--- config.mk ---
export PLATFORM = sky130hd
export DESIGN_NAME = ysyx_23060208_ifu
export DESIGN_NICKNAME = d
export VERILOG_FILES = /design/src/rtl/ysyx_23060208_pkg.sv /design/src/rtl/ysyx_23060208_ifu.sv
export SDC_FILE = /design/constraint.sdc
export NUM_CORES = 1
export LEC_CHECK = 0
export CORE_MARGIN = 5
export CORE_UTILIZATION = 36
export DETAILED_ROUTE_END_ITERATION = 7
export PLACE_DENSITY = 0.82
export SYNTH_ARGS = -nofsm -noshare
export SYNTH_HDL_FRONTEND = slang
export SYNTH_SLANG_ARGS = --single-unit
--- constraint.sdc ---
create_clock -name clock -period 2.1 [get_ports clock]
set_clock_uncertainty 0.2 [all_clocks]
set_input_delay 0.63 -clock clock [delete_from_list [all_inputs] [get_ports clock]]
set_output_delay 0.63 -clock clock [all_outputs]
set_load 0.05 [all_outputs]
--- src/rtl/ysyx_23060208_pkg.sv ---
// Shared definitions for the ysyx_23060208 fetch unit: FSM encoding, reset PC,
// bus response codes and the trap instruction substituted on a fetch error.
package ysyx_23060208_pkg;

  typedef enum logic [2:0] {
    IFU_IDLE,
    IFU_WAITPC,
    IFU_AR,
    IFU_R,
    IFU_HOLD
  } ifu_state_e;

  localparam logic [31:0] RESET_PC = 32'h7FFF_FFFC;

  localparam logic [1:0] RESP_OKAY   = 2'b00;
  localparam logic [1:0] RESP_SLVERR = 2'b10;
  localparam logic [1:0] RESP_DECERR = 2'b11;

  localparam logic [31:0] EBREAK = 32'h0010_0073;

endpackage

--- src/rtl/ysyx_23060208_ifu.sv ---
// Instruction fetch unit: one outstanding AXI-lite style read per PC, handed to
// decode through a valid/ready hold stage. Optional: YSYX_23060208_IFU_RESP_ERR_EN.
module ysyx_23060208_ifu
  import ysyx_23060208_pkg::*;
#(
  parameter int DATA_WIDTH = 32
) (
  input  logic                  clock,
  input  logic                  reset,
  input  logic [DATA_WIDTH-1:0] pc,
  output logic                  pc_wen,
  input  logic                  pc_update,
  output logic [DATA_WIDTH-1:0] araddr,
  output logic                  arvalid,
  input  logic                  arready,
  input  logic [DATA_WIDTH-1:0] rdata,
  input  logic [1:0]            rresp,
  input  logic                  rvalid,
  output logic                  rready,
  output logic [DATA_WIDTH-1:0] inst,
  output logic [DATA_WIDTH-1:0] inst_pc,
  output logic                  inst_valid,
  input  logic                  inst_ready,
  output logic                  fetch_err
);

  ifu_state_e            state_q, state_d;
  logic [DATA_WIDTH-1:0] araddr_q, araddr_d;
  logic [DATA_WIDTH-1:0] inst_q, inst_d;
  logic [DATA_WIDTH-1:0] inst_pc_q, inst_pc_d;
  logic                  r_beat;

  assign r_beat = (state_q == IFU_R) && rvalid;

  always_ff @(posedge clock) begin
    if (reset) begin
      state_q   <= IFU_IDLE;
      araddr_q  <= '0;
      inst_q    <= '0;
      inst_pc_q <= '0;
    end else begin
      state_q   <= state_d;
      araddr_q  <= araddr_d;
      inst_q    <= inst_d;
      inst_pc_q <= inst_pc_d;
    end
  end

  always_comb begin
    state_d = state_q;
    unique case (state_q)
      IFU_IDLE:   state_d = IFU_WAITPC;
      IFU_WAITPC: if (pc_update)  state_d = IFU_AR;
      IFU_AR:     if (arready)    state_d = IFU_R;
      IFU_R:      if (rvalid)     state_d = IFU_HOLD;
      IFU_HOLD:   if (inst_ready) state_d = IFU_WAITPC;
      default:    state_d = IFU_IDLE;
    endcase
  end

  // Address and PC are captured together so decode sees the PC that was fetched.
  always_comb begin
    araddr_d  = araddr_q;
    inst_pc_d = inst_pc_q;
    inst_d    = inst_q;
    if (state_q == IFU_WAITPC && pc_update) begin
      araddr_d  = pc;
      inst_pc_d = pc;
    end
    if (r_beat) begin
      inst_d = rdata;
`ifdef YSYX_23060208_IFU_RESP_ERR_EN
      if (rresp != RESP_OKAY) inst_d = DATA_WIDTH'(EBREAK);
`endif
    end
  end

`ifdef YSYX_23060208_IFU_RESP_ERR_EN
  logic fetch_err_q, fetch_err_d;

  always_comb begin
    fetch_err_d = fetch_err_q;
    if (r_beat && rresp != RESP_OKAY) fetch_err_d = 1'b1;
  end

  always_ff @(posedge clock) begin
    if (reset) fetch_err_q <= 1'b0;
    else       fetch_err_q <= fetch_err_d;
  end

  assign fetch_err = fetch_err_q;
`else
  logic unused_rresp;
  assign unused_rresp = ^rresp;
  assign fetch_err    = 1'b0;
`endif

  // Outputs are gated by reset so nothing leaks out while reset is held in IDLE.
  always_comb begin
    arvalid    = 1'b0;
    rready     = 1'b0;
    inst_valid = 1'b0;
    pc_wen     = 1'b0;
    if (!reset) begin
      arvalid    = (state_q == IFU_AR);
      rready     = (state_q == IFU_R);
      inst_valid = (state_q == IFU_HOLD);
      pc_wen     = (state_q == IFU_IDLE) || ((state_q == IFU_HOLD) && inst_ready);
    end
  end

  assign araddr  = araddr_q;
  assign inst    = inst_q;
  assign inst_pc = inst_pc_q;

endmodule

==> flow_summary.ini, run 1 <==
[floorplan]
rows = 31
chipWidth_um = 96.3
ioPinCount = 173
die_height_um = 96.3
start_util_pct = 37.0
dieArea_mm2 = 0.00927
core_area_mm2 = 0.00725

[worst_setup_path]
critPathKind = flip-flop to output pin
cp.required_ns = 1.27
critPathLaunchType = flip-flop
cp.arrival_ns = 1.28
slowest_stage = a2111oi_4
crit_fanout = 5
crit_path_end_kind = output pin
path_cells = a2111oi_4, buf_12
critPathMaxStageDelay_ns = 0.40

[global_routing]
antenna_found_initial = 0
track_usage_pct = 15.9
overflow = 0
grt_max_degree = 44
grt_pass1_vias = 2396
grt_pass1_wl_mm = 11.4

[routing]
drcViolationCount = 0
drtIter0Drc = 72
wl_mm = 7.73
num_vias = 2621
routed_via_density = 4.52
wl_per_cell_um = 13.3
ant_nets = 0
dr.pass1.iters = 4

[logic_synthesis]
synth_top_family_by_area = simple AND/OR/NAND/NOR gates
synth_area_leaders = dfxtp_1 (50%), nand2_1 (18%), a21oi_1 (12%)
synthArstFlopShare_pct = 0
post_synth_num_cell_types = 21
synth-simple-area-share_pct = 21.5
synth_enable_flop_cells = 0
synthTopCellsByCount = nand2_1 (129), dfxtp_1 (67), a21oi_1 (65)
syn_area_per_cell_um2 = 7.88
syn_inst = 340
syn_nets = 412
muxShareOfSynthArea_pct = 0
synthAdderAreaFrac_pct = 0
yosysMostFrequentCell = nand2_1
synthesis.area_mm2 = 0.00268
synth_top_area_share_pct = 50.0
synth.largest_area_cell = dfxtp_1
synth_ff_type = dfxtp_1
ys_seq_area_share_pct = 50.0
ys_seq_elements = 67
synth_xor_xnor_area_share_pct = 0
yosysWarnings = 0
synth_compound_area_share_pct = 14.0

[power_and_ir_drop]
p_leak_nw = 1.81
ir_worst_vdd_mv = 0.431
power_density_mw_per_mm2 = 765

[timing]
final_max_slew_viol_count = 0
grt_setup_unrepaired = true
finalCritPeriodShare_pct = 101
setup_violations = 2
timing.hold.ws_ns = 0.254
hold_viol = 0
worst_slack_ns = -0.0149
fmax_mhz = 473
post-route-min-period_ns = 2.11
tns_ns = -0.0164

[place]
place_hpwl_mm = 5.91
dpl_worst_slack_ns = -0.483
globalplace.congestion = 0.676
io_buffers = 169

[hold_path]
min_path_type = flip-flop to flip-flop

[run_status]
violations = setup timing
status = finished, violations left

[final_layout]
diodes = 0
drive_gt1_share_pct = 29.3
nets = 549
area_delta_synth_final_pct = 66.1

[clock_network]
htreeDepth = 3
tritoncts = done
numCtsBuffers = 9
clock_latency_ns = 0.33
cts.sinks = 67
clock-root-buffer = clkbuf_8
clkTransAtPathRegs_ns = 0.08
cts.path.max_buffers = 2

[job]
maxCapViolCount = 0
## layout make-up
type / instances / area, um2
Clock buffer: 9 / 124
Clock inverter: 6 / 67.6
Fill cell: 611 / 2800
Inverter: 1 / 3.75
Multi-Input combinational cell: 213 / 1010
Sequential cell: 67 / 1350
Tap cell: 99 / 124
Timing Repair Buffer: 185 / 1770
## per-stage QoR
stage	instance area, um2	instances	power (W)	util (%)
5_1_grt	4450	580	0.00357	61.4
2_1_floorplan	2760	340	0.00205	-
3_3_place_gp	4240	563	0.00240	58.4
4_1_cts	4450	580	0.00346	61.4
3_5_place_dp	4240	563	0.00241	58.4
6_report	4450	580	0.00340	61.4
## worst max-delay path, delay by kind of cell, from the launching register on
family | cells | cell delay [ns]
compound gates | 1 | 0.40
flops | 1 | 0.38
buf+inv | 1 | 0.18
## where the power goes
group          switching [W]  internal [W]
logic               0.000591      0.000393
registers          0.0000605       0.00134
clock network       0.000480      0.000543
total                0.00113       0.00227
## final timing paths
kind	slack [ns]	startpoint	depth (start not counted)	to
worst min-delay path	0.25	inst[5]$_SDFFE_PP0P_	2	inst[5]$_SDFFE_PP0P_
worst max-delay path	-0.01	state_q[2]$_SDFFE_PP0P_	2	pc_wen
worst min register to register	0.25	inst[5]$_SDFFE_PP0P_	2	inst[5]$_SDFFE_PP0P_
worst max register to register	0.53	state_q[0]$_SDFFE_PP0P_	6	inst[16]$_SDFFE_PP0P_
## kinds of logic (layout without fill, tap and decap cells)
group	Yosys count	in the layout
buffers and inverters	60	201
AO/OA/AOI/OAI	71	71
AND/OR/NAND/NOR	141	141
flip-flops	67	67
other	1	1
## per-layer routing
layer,wire length (um),GRT usage [%]
met1,2940,17.5
met2,3830,27.2
met3,873,6.10
met4,92,6.64
met5,0,0
## cells in the final DEF (no fill, tap or decap), drive strengths merged
cell type	instances
nor2b	1
clkinvlp	2
nor4bb	1
nand2b	2
clkinv	3
bufinv	1
nor3	3
and4b	1
nand4b	1
nand2	129
o22a	2
dfxtp	67
conb	1
a21oi	65
a2111oi	2
or3	1
inv	1
a22oi	1
nand4bb	1
clkbuf	9
buf	118
and4bb	1
clkdlybuf4s50	67
a211oi	1
## registers in the layout (all words and copies together), names as in the netlist
register  count
inst_pc      32
state_q       3
inst         32
## timing repair
action | CTS | global route
gates cloned | 0 | 0
gates resized for setup | 12 | 0
pin swaps | 2 | 1
buffers inserted | 2 | 0
endpoints found under the hold margin | 0 | 0
hold buffers | 0 | 0
endpoints found under the setup margin | 4 | 4
Power figures use the tool's default switching activity.
==> run 2: changes to the inputs <==
--- a/config.mk
+++ b/config.mk
@@ -9,6 +9,7 @@
 export CORE_UTILIZATION = 36
 export DETAILED_ROUTE_END_ITERATION = 7
 export PLACE_DENSITY = 0.82
+export SLEW_MARGIN = 15
 export SYNTH_ARGS = -nofsm -noshare
 export SYNTH_HDL_FRONTEND = slang
 export SYNTH_SLANG_ARGS = --single-unit
==> results of run 2 <==
The final DEF is identical to that of run 1; final timing and power are the same.
